==> src/rtl/imm_rotate_encoder_pkg.sv <==
// Shared types and constants for the rotated-immediate encoder.
// The encoder searches for imm8/rot4 such that value == ROR(imm8, 2*rot).
package imm_rotate_encoder_pkg;

    typedef enum logic [1:0] {
        StIdle   = 2'd0,
        StSearch = 2'd1,
        StDone   = 2'd2
    } state_e;

    localparam int unsigned ROT_STEPS = 16;
    localparam int unsigned IMM_W     = 8;
    localparam int unsigned ROT_W     = 4;

    // One bit per permitted CHECKS_PER_CYCLE value: 1, 2, 4, 8, 16.
    localparam logic [16:0] CPC_LEGAL_MASK = 17'b1_0000_0001_0001_0110;

    function automatic logic cpc_legal(input int unsigned cpc);
        return (cpc <= 16) && CPC_LEGAL_MASK[cpc[4:0]];
    endfunction

endpackage

==> src/rtl/imm_rotate_encoder_if.sv <==
// Request/response handshake bundle for imm_rotate_encoder.
// master = requester/consumer side, slave = encoder side.
interface imm_rotate_encoder_if;
    import imm_rotate_encoder_pkg::*;

    logic             in_valid;
    logic             in_ready;
    logic [31:0]      in_value;
    logic             in_carry;
    logic             cancel;
    logic             out_valid;
    logic             out_ready;
    logic             out_encodable;
    logic [IMM_W-1:0] out_imm8;
    logic [ROT_W-1:0] out_rot;
    logic             out_carry;

    modport master (
        output in_valid, in_value, in_carry, cancel, out_ready,
        input  in_ready, out_valid, out_encodable, out_imm8, out_rot, out_carry
    );

    modport slave (
        input  in_valid, in_value, in_carry, cancel, out_ready,
        output in_ready, out_valid, out_encodable, out_imm8, out_rot, out_carry
    );

endinterface

==> src/rtl/imm_rot_check.sv <==
// Tests one candidate rotation: value is encodable at rot iff ROL(value, 2*rot)
// fits in the low 8 bits, which then form imm8.
module imm_rot_check
    import imm_rotate_encoder_pkg::*;
(
    input  logic [31:0]      value,
    input  logic [ROT_W-1:0] rot,
    output logic             match,
    output logic [IMM_W-1:0] imm8
);

    logic [63:0] dbl;
    logic [5:0]  shamt;
    logic [31:0] rolled;

    // ROL by k is the 32-bit window of {value, value} starting at bit 32-k.
    always_comb begin
        dbl    = {value, value};
        shamt  = 6'd32 - {1'b0, rot, 1'b0};
        rolled = dbl[shamt +: 32];
        match  = (rolled[31:8] == 24'd0);
        imm8   = rolled[7:0];
    end

endmodule

==> src/rtl/imm_rotate_encoder.sv <==
// Iterative search for the canonical ARM rotated-immediate encoding of a 32-bit
// constant, testing CHECKS_PER_CYCLE rotations per clock.
module imm_rotate_encoder
    import imm_rotate_encoder_pkg::*;
#(
    parameter int unsigned CHECKS_PER_CYCLE = 1
) (
    input logic                 clk,
    input logic                 rst_n,
    imm_rotate_encoder_if.slave bus
);

    if (!cpc_legal(CHECKS_PER_CYCLE)) begin : g_bad_cpc
        $error("CHECKS_PER_CYCLE must be 1, 2, 4, 8 or 16");
    end

    state_e           state_q, state_d;
    logic [31:0]      value_q, value_d;
    logic             carry_q, carry_d;
    logic [4:0]       rot_cnt_q, rot_cnt_d;
    logic             out_valid_q, out_valid_d;
    logic             enc_q, enc_d;
    logic [IMM_W-1:0] imm8_q, imm8_d;
    logic [ROT_W-1:0] rot_q, rot_d;
    logic             out_carry_q, out_carry_d;

    logic [CHECKS_PER_CYCLE-1:0] hit;
    logic [IMM_W-1:0]            hit_imm [CHECKS_PER_CYCLE];

    for (genvar g = 0; g < CHECKS_PER_CYCLE; g++) begin : g_check
        logic [ROT_W-1:0] rot_g;
        assign rot_g = rot_cnt_q[ROT_W-1:0] + ROT_W'(g);

        imm_rot_check u_check (
            .value (value_q),
            .rot   (rot_g),
            .match (hit[g]),
            .imm8  (hit_imm[g])
        );
    end

    logic             sel_found;
    logic [IMM_W-1:0] sel_imm;
    logic [ROT_W-1:0] sel_rot;

    // Descending scan so the lowest matching rotation is the one left selected.
    always_comb begin
        sel_found = 1'b0;
        sel_imm   = '0;
        sel_rot   = '0;
        for (int i = int'(CHECKS_PER_CYCLE) - 1; i >= 0; i--) begin
            if (hit[i]) begin
                sel_found = 1'b1;
                sel_imm   = hit_imm[i];
                sel_rot   = rot_cnt_q[ROT_W-1:0] + ROT_W'(i);
            end
        end
    end

    logic [4:0] rot_cnt_nxt;

    always_comb begin
        state_d     = state_q;
        value_d     = value_q;
        carry_d     = carry_q;
        rot_cnt_d   = rot_cnt_q;
        out_valid_d = out_valid_q;
        enc_d       = enc_q;
        imm8_d      = imm8_q;
        rot_d       = rot_q;
        out_carry_d = out_carry_q;
        rot_cnt_nxt = rot_cnt_q + 5'(CHECKS_PER_CYCLE);

        case (state_q)
            StIdle: begin
                if (bus.in_valid) begin
                    value_d   = bus.in_value;
                    carry_d   = bus.in_carry;
                    rot_cnt_d = '0;
                    state_d   = StSearch;
                end
            end
            StSearch: begin
                if (bus.cancel) begin
                    state_d = StIdle;
                end else if (sel_found) begin
                    enc_d       = 1'b1;
                    imm8_d      = sel_imm;
                    rot_d       = sel_rot;
                    out_carry_d = (sel_rot == '0) ? carry_q : value_q[31];
                    out_valid_d = 1'b1;
                    state_d     = StDone;
                end else if (rot_cnt_nxt == 5'(ROT_STEPS)) begin
                    enc_d       = 1'b0;
                    imm8_d      = '0;
                    rot_d       = '0;
                    out_carry_d = carry_q;
                    out_valid_d = 1'b1;
                    state_d     = StDone;
                end else begin
                    rot_cnt_d = rot_cnt_nxt;
                end
            end
            StDone: begin
                if (bus.cancel || bus.out_ready) begin
                    out_valid_d = 1'b0;
                    state_d     = StIdle;
                end
            end
            default: state_d = StIdle;
        endcase
    end

    always_ff @(posedge clk or negedge rst_n) begin
        if (!rst_n) begin
            state_q     <= StIdle;
            value_q     <= '0;
            carry_q     <= 1'b0;
            rot_cnt_q   <= '0;
            out_valid_q <= 1'b0;
            enc_q       <= 1'b0;
            imm8_q      <= '0;
            rot_q       <= '0;
            out_carry_q <= 1'b0;
        end else begin
            state_q     <= state_d;
            value_q     <= value_d;
            carry_q     <= carry_d;
            rot_cnt_q   <= rot_cnt_d;
            out_valid_q <= out_valid_d;
            enc_q       <= enc_d;
            imm8_q      <= imm8_d;
            rot_q       <= rot_d;
            out_carry_q <= out_carry_d;
        end
    end

    assign bus.in_ready      = (state_q == StIdle);
    assign bus.out_valid     = out_valid_q;
    assign bus.out_encodable = enc_q;
    assign bus.out_imm8      = imm8_q;
    assign bus.out_rot       = rot_q;
    assign bus.out_carry     = out_carry_q;

endmodule

==> src/flat_wrapper.sv <==
// flat-port wrapper written by rule: the top's interface ports become plain ports
module imm_rotate_encoder_flat import imm_rotate_encoder_pkg::*;
#(
    parameter int unsigned CHECKS_PER_CYCLE = 1
)
  (clk, rst_n, bus_in_valid, bus_in_value, bus_in_carry, bus_cancel, bus_out_ready, bus_in_ready, bus_out_valid, bus_out_encodable, bus_out_imm8, bus_out_rot, bus_out_carry);
  imm_rotate_encoder_if bus_i ();
  input logic clk;
  input logic rst_n;
  input wire logic [$bits(bus_i.in_valid)-1:0] bus_in_valid;
  input wire logic [$bits(bus_i.in_value)-1:0] bus_in_value;
  input wire logic [$bits(bus_i.in_carry)-1:0] bus_in_carry;
  input wire logic [$bits(bus_i.cancel)-1:0] bus_cancel;
  input wire logic [$bits(bus_i.out_ready)-1:0] bus_out_ready;
  output wire logic [$bits(bus_i.in_ready)-1:0] bus_in_ready;
  output wire logic [$bits(bus_i.out_valid)-1:0] bus_out_valid;
  output wire logic [$bits(bus_i.out_encodable)-1:0] bus_out_encodable;
  output wire logic [$bits(bus_i.out_imm8)-1:0] bus_out_imm8;
  output wire logic [$bits(bus_i.out_rot)-1:0] bus_out_rot;
  output wire logic [$bits(bus_i.out_carry)-1:0] bus_out_carry;
  assign bus_i.in_valid = bus_in_valid;
  assign bus_i.in_value = bus_in_value;
  assign bus_i.in_carry = bus_in_carry;
  assign bus_i.cancel = bus_cancel;
  assign bus_i.out_ready = bus_out_ready;
  assign bus_in_ready = bus_i.in_ready;
  assign bus_out_valid = bus_i.out_valid;
  assign bus_out_encodable = bus_i.out_encodable;
  assign bus_out_imm8 = bus_i.out_imm8;
  assign bus_out_rot = bus_i.out_rot;
  assign bus_out_carry = bus_i.out_carry;
  imm_rotate_encoder #(.CHECKS_PER_CYCLE(CHECKS_PER_CYCLE)) u_core (.clk(clk), .rst_n(rst_n), .bus(bus_i));
endmodule
==> config.mk <==
export PLATFORM = sky130hd
export DESIGN_NAME = imm_rotate_encoder_flat
export DESIGN_NICKNAME = d
export VERILOG_FILES = /design/src/rtl/imm_rotate_encoder_pkg.sv /design/src/rtl/imm_rotate_encoder_if.sv /design/src/rtl/imm_rot_check.sv /design/src/rtl/imm_rotate_encoder.sv /design/src/flat_wrapper.sv
export SDC_FILE = /design/constraint.sdc
export NUM_CORES = 1
export LEC_CHECK = 0
export CORE_UTILIZATION = 50
export DETAILED_ROUTE_END_ITERATION = 8
export GPL_ROUTABILITY_DRIVEN = 0
export PLACE_DENSITY = 0.77
export SYNTH_ARGS = -nofsm -noshare
export SYNTH_HDL_FRONTEND = slang
export SYNTH_SLANG_ARGS = --single-unit
export TNS_END_PERCENT = 30
==> constraint.sdc <==
create_clock -name clk -period 3.8 [get_ports clk]
set_input_delay 0.95 -clock clk [delete_from_list [all_inputs] [get_ports clk]]
set_output_delay 0.95 -clock clk [all_outputs]
set_load 0.01 [all_outputs]
==> impl_results.md, run 1 <==
- Crit path launch type: register
- Worst Hold Class: register to register
- Reg2reg start: u_core.rot_cnt_q[1]
- WHS: 0.5070 ns
- Via density: 6.474
- Total GRT Usage: 0.2361
- Max Fanout on Critical Path: 14
- Num rows: 32
- Most frequent cells after synthesis: dfrtp_1 (55), mux2_2 (37), nand2_1 (23), mux4_2 (22), nor2_1 (16)
- DP Cell Count: 487
- TritonRoute pass-1 iters: 5
- Syn Area/Cell: roughly 11 µm²
- GR Overflow Total: 0
- Post-CTS Hold Fix Bufs: 0
- Area leader, netlist: dfrtp_1
- Count of cell types in the netlist: 64
- Pwr Total: 4557 µW
- Core Area: 7727 µm²
- Initial antenna violation count: 0
- Die X: between 90 and 100 µm
- Layout area overhead: 16.46%
- Fin Setup TNS: 0 ns
- Critical path capture point type: register
- CP arrival: 3.77 ns
- Peak supply drop: 0.4209 mV
- Area contributors post-synth: dfrtp_1 (35%), mux4_2 (12%), mux2_2 (10%), mux2i_1 (3.8%), mux4_1 (3.3%)
- Top-count cell post-synth: dfrtp_1
- Layout Nets: 432
- F_max: 280.9 MHz
- Critical path destination: u_core.bus.out_imm8[3]
- IO Count: 54
- Initial Util: 0.5146
- Top_reg_cell synth: dfrtp_1
- Vias in the first global route: between 2000 and 3000
- DRC: 0
- Worst-path clk slew: ~0.09 ns
- Largest net degree at the start of global routing: 64
- Worst r2r dst: u_core.bus.out_imm8[3]
- Tcrit/Tclk final: 0.9368
- Ys async rst share: 1.000
- 1st-iter DRT viols: 270
- EDFF count, synth: 0
- Cells after Synth: 351
- Status: complete, no violations
- Top cell type's share of synthesized area: 0.3461
- Slowest CP cell: a2111oi_1
- Num CTS Buffers: 5
- Worst Reg2Reg Path Length in Cells: 10
- Reg-to-reg slack, setup: between 0.2 and 0.25 ns
- Pleak: 0.001762 µW
- # setup viols final: 0
- Placed Area: 4537 µm²
- Max-slew violations: 0
- CP Class: register to register
- H-tree Lvls: 2
- Die Height: 91.18 µm
- Worst-skew pair later-pin latency: 0.31 ns
- MaxCap Viol Count: 0
- Global-route wire length before repair: roughly 15000 µm
- Unrepaired setup endpoints after global routing: false
- CTS tree: yes
- Longest Clk Path Bufs: 2
- Via count: about 3200
- Antenna diodes: 0
- Register area share after synthesis: 0.3461
- Antenna violation net count after detailed routing: 0
- HPWL after detailed placement: 6815 µm
- Crit path cell chain: inv_1, ha_2, mux4_2, a2111oi_1, nand3_1, a21o_1, nand3_2, and3_4, o21ai_2, a22o_1
- Final wirelength: 9213 µm
- Finished Layout Cells: around 490
- Fin. Hold Viols: 0
- Syn Std Cell Area: between 3000 and 4000 µm²
- Slowest stage delay, CP: 0.65 ns
- Layout cell share with drive strength beyond 1: 0.2296
- Cell Pwr Density: 984.1 nW/µm²
- Clock Sinks: 55
- WL/cell: 18.65 µm
- Die Area: 8313 µm²
- Finished Cell Area: around 4600 µm²
- IO Port Bufs: 53
- Min Tclk post-route: between 3 and 4 ns
- Worst setup path startpoint: u_core.rot_cnt_q[1]
- Max Clock Skew: ~0.0052 ns
- Slew @ Worst Pin: about 0.94 ns
- Relative slew margins: 0.3691
- Warnings from Yosys: 0
- Syn nets: 391
- CP Data Required Time: 4.01 ns
- Clk Tree Root Cell: clkbuf_8
- Flop and latch count out of synthesis: 55
[layer usage]
| metal | GRT usage | part of all wire | wire length [µm] | up-vias |
|---|---|---|---|---|
| met2 | 0.3592 | 0.46 | 4251 | 175 |
| met5 | 0 | 0 | 0 | - |
| met4 | 0.07011 | 0.021 | 190 | 0 |
| met3 | 0.04271 | 0.086 | 789 | 20 |
| met1 | 0.3451 | 0.43 | 3981 | 1541 |
| li1 | - | - | - | 1462 |
[state kept, by name (all words and copies together) (netlist names)]
signal and count:
u_core.bus.out_carry 1, u_core.bus.out_encodable 1, u_core.bus.out_imm8 8, u_core.bus.out_rot 4, u_core.bus.out_valid 1, u_core.carry_q 1
u_core.rot_cnt_q 5, u_core.state_q 2, u_core.value_q 32
[through the flow]
step | setup slack, ns | util
6_report | 0.2400 | 0.5993
5_1_grt | 0.004056 | 0.5993
4_1_cts | 0.2919 | 0.5984
3_5_place_dp | 0.3124 | 0.5871
3_3_place_gp | 0.4073 | 0.5871
2_1_floorplan | 0.04677 | -
[how the worst min path moves through the flow]
| stage | end | slack [ns] | startpoint | cells after the start |
|---|---|---|---|---|
| 2_1_floorplan | u_core.bus.out_carry | 0.47 | u_core.carry_q | 1 |
| 3_3_place_gp | u_core.bus.out_encodable | 0.47 | u_core.bus.out_encodable | 2 |
| 3_5_place_dp | u_core.bus.out_imm8[7] | 0.49 | u_core.bus.out_imm8[7] | 1 |
| 4_1_cts | u_core.bus.out_encodable | 0.51 | u_core.bus.out_encodable | 2 |
| 5_1_grt | u_core.bus.out_encodable | 0.53 | u_core.bus.out_encodable | 2 |
| 6_report | u_core.bus.out_imm8[7] | 0.51 | u_core.bus.out_imm8[7] | 1 |
[cell type report]
cell class	count	area, µm²
fillers	650	3097
multi-input cells	261	2394
flip-flops and latches	55	1378
repair buffers	62	618.1
well taps	102	127.6
clock buffers	6	82.58
inverters	7	26.28
clock inverters	1	5.005
[placed cells by master, fill, tap and decap left out, types with 2 or more instances in the layout]
cell type and instances:
dfrtp_1 54, clkdlybuf4s50_1 52, mux2_2 37, nand2_1 23, mux4_2 22, nor2_1 16, mux2i_1 15, a21oi_1 14
nand3_1 11, a211oi_1 10, a22o_1 10, nor3_1 9, o21ai_0 9, nor4_1 8, inv_1 7, buf_4 7
nand2b_1 6, clkbuf_8 6, or4_1 5, mux4_1 5, or3_1 4, o211ai_1 4, nor3b_1 4, nor4b_1 3
and2_1 2, nor2b_1 2, or2_1 2, o21ai_1 2, o31a_1 2, o2bb2ai_1 2, buf_12 2
[critical path, delay by kind of cell (launching register included)]
family	cells	cell delay, ns
simple gates	3	0.50
buf+inv	1	0.09
fa+ha+maj	1	0.51
flops	1	0.45
compound gates	4	1.37
mux	1	0.53
[repair_timing]
item | in CTS | in global routing
resized for setup | 0 | 2
endpoints found under the setup margin | 0 | 10
setup buffers | 0 | 0
[cells by family after synthesis]
kind of cell | count (synthesis) | synth area share
simple gates | 105 | 0.1504
buf+inv | 35 | 0.05412
fa+ha+maj | 2 | 0.006292
xor+xnor | 3 | 0.01039
mux | 80 | 0.3030
flops | 55 | 0.3461
compound gates | 71 | 0.1296
[where the power goes]
part / total (µW) / leakage [µW] / internal [µW] / switching, µW
clock: 331 / 0.0000470 / 144 / 188
sequential: 1230 / 0.000684 / 822 / 409
combinational: 2990 / 0.00103 / 1500 / 1490
No activity file was read; power rests on OpenSTA's default activity.
==> run 2: changes to the inputs <==
- CORE_UTILIZATION: 50 -> 51
- PLACE_DENSITY: 0.77 -> 0.78
- RECOVER_POWER: not set -> 100
- SYNTH_HIERARCHICAL: not set -> 1
==> run 2 against run 1 <==
The flow now finishes with violations (max-capacitance violations, max-slew violations); final cell count increased by 2.2%; sequential share of layout area is 0.79 points lower; critical path depth up 2; synthesized area increased by 1.6%; combinational power increased by 11%; wire length rose by 2.9%; highest routed layer unchanged; critical path type unchanged; critical endpoint is now u_core/bus.out_carry.
==> impl_results.md, run 2 <==
- Status: complete, but fails checks
- Failing checks: max-capacitance violations, max-slew violations
- Vias in the first global route: 3222
- Syn Area/Cell: 11.38 µm²
- Max Clock Skew: slightly below 0.006 ns
- Reg-to-reg slack, setup: around 0.16 ns
- Worst Hold Class: register to register
- Relative slew margins: -0.2807
- Pleak: 0.001921 µW
- Syn Std Cell Area: 4040 µm²
- MaxCap Viol Count: 2
- Die Height: between 90 and 100 µm
- EDFF count, synth: 0
- Unrepaired setup endpoints after global routing: false
- Tcrit/Tclk final: 0.9579
- Total GRT Usage: 0.2453
- Crit path launch type: register
- Post_cts resized: 0
- Top_reg_cell synth: dfrtp_1
- H-tree Lvls: 2
- DRC: 0
- Area leader, netlist: dfrtp_1
- Die Area: 8282 µm²
- Synth Area in Simple Gates: 0.1347
- Via count: 3246
- Fill cells: 638
- Compound-Gate Fraction of Synth Area: 0.1325
- Share of the synthesized netlist area taken by xor and xnor gates: 0.01425
- Max reg flops: 32
- Ys async rst share: 1.000
- Register area share after synthesis: 0.3407
- Clk Tree Root Cell: clkbuf_8
- Most frequent cells in the layout: dfrtp_1 (54), mux2_2 (40), clkdlybuf4s50_1 (35)
- IO Port Bufs: 53
- Critical path capture point type: register
- TritonRoute pass-1 iters: 5
- WL/cell: between 15 and 20 µm
- Final wirelength: 9482 µm
- Flop and latch count out of synthesis: 55
- Layout cell share with drive strength beyond 1: 0.2680
- Num CTS Buffers: 5
- Initial Util: 0.5256
- Peak supply drop: about 0.54 mV
- Commonest non-fill, non-tap cell in the layout: dfrtp_1
- CP Class: register to register
- Longest Clk Path Bufs: 2
- Cell Pwr Density: 1011 nW/µm²
- Post-CTS Hold Fix Bufs: 0
- Worst-skew pair later-pin latency: 0.31 ns
- Area contributors post-synth: dfrtp_1 (34%), mux4_2 (14%), mux2_2 (11%), mux2i_1 (3.2%), nand2_1 (2.9%)
- Die X: 91.01 µm
- DP Cell Count: 498
- Biggest register: u_core/value_q
- # setup viols final: 0
- Max Fanout on Critical Path: 18
- CTS tree: yes
- Slew @ Worst Pin: 1.921 ns
- Via density: 6.428
- Mux cell area share after synthesis: 0.3156
- CP Data Required Time: 4.00 ns
- CP arrival: 3.84 ns
- Largest family of logic cells by synthesized area: multiplexers
- HPWL after detailed placement: 7128 µm
- Fin. Hold Viols: 0
- IO Count: between 50 and 60
- F_max: 274.7 MHz
- Worst-path clk slew: 0.10 ns
- Largest net degree at the start of global routing: 38
- Layout Nets: 443
- Pwr Total: 4810 µW
- Post-CTS Setup Inserts: 0
- Post-Synth Adder-Cell Area: 0.006194
- Max-slew violations: 71
- Finished Layout Cells: 505
- Layout area overhead: 17.75%
- Clock Sinks: 55
- Num rows: 32
- 1st-iter DRT viols: 411
- Core Area: 7687 µm²
- Antenna violation net count after detailed routing: 0
- Syn nets: 395
- Top-count cell post-synth: dfrtp_1
- Cells after Synth: 355
- Global-route wire length before repair: 16150 µm
- GR Overflow Total: 0
- Initial antenna violation count: 0
- Antenna diodes: 0
- Top cell type's share of synthesized area: 0.3407
- Count of cell types in the netlist: 63
- Min Tclk post-route: 3.640 ns
- Warnings from Yosys: 6
- Most frequent cells after synthesis: dfrtp_1 (55), mux2_2 (41), nand2_1 (31), nor2_1 (30), mux4_2 (25)
run 2: cell count changes after synthesis, sizes merged, moves of 4 or more:
cell    previous run  this run
a211oi            10         5
and3               1         5
mux2              38        42
nand2             23        32
nand3             12         8
nor2              16        31
nor4               8         1
or3                4         0
run 2: routing by layer:
metal	vias to the layer above	wire length, µm	global-route usage
met3	26	807	0.03936
met1	1575	4042	0.3539
met5	-	0	0
li1	1457	-	-
met2	188	4414	0.3819
met4	0	218	0.07672
run 2: logic make-up after synthesis:
family / after synthesis
AO/OA/AOI/OAI: 72
XOR/XNOR: 4
adder cells (fa/ha/maj): 2
buffers and inverters: 29
flip-flops: 55
multiplexers: 84
AND/OR/NAND/NOR: 109
run 2: where the power goes:
| group | switching, µW | total, µW | internal, µW |
|---|---|---|---|
| clock network | 194 | 341 | 147 |
| logic | 1680 | 3320 | 1640 |
| registers | 333 | 1150 | 814 |
run 2: final timing paths:
check | cells after the start | from | end
worst max register to register | 12 | u_core/rot_cnt_q[0] | u_core/bus.out_carry
worst min register to register | 1 | u_core/bus.out_encodable | u_core/bus.out_encodable
max in group asynchronous | 2 | rst_n | u_core/value_q[24]
worst max-delay path | 12 | u_core/rot_cnt_q[0] | u_core/bus.out_carry
min in group asynchronous | 1 | rst_n | u_core/value_q[7]
worst min-delay path | 1 | u_core/bus.out_encodable | u_core/bus.out_encodable
run 2: through the flow:
step	worst slack, ns	utilization	hold slack, ns	cell area (µm²)	setup TNS, ns
after floorplan	-0.1390	-	0.4750	4134	-0.3702
after detailed placement	0.1628	0.6081	0.4653	4674	0
after CTS	0.1514	0.6200	0.4879	4766	0
after global routing	0.001379	0.6188	0.5210	4757	0
final	0.1601	0.6188	0.4758	4757	0
after global placement	0.2177	0.6081	0.4623	4674	0
run 2: worst max-delay path, stage by stage, from the launching register on:
cell and delay [ns]:
dfrtp_2 0.45, inv_8 0.04, ha_4 0.42, mux2_1 0.38, mux2i_1 0.18, a21boi_0 0.33
or2b_2 0.18, o21ai_1 0.06, a211o_1 0.31, a2111oi_4 0.48, o41ai_2 0.16, mux2_2 0.30
mux2_2 0.26
run 2: layout make-up:
cell class                      instances  area [µm²]  share of cell area
Multi-Input combinational cell        271        2494              0.5242
Sequential cell                        55        1378              0.2896
Timing Repair Buffer                   64       636.9              0.1339
Tap cell                              102       127.6             0.02683
Clock buffer                            6       82.58             0.01736
Inverter                                6       30.03            0.006312
Clock inverter                          1       8.758            0.001841
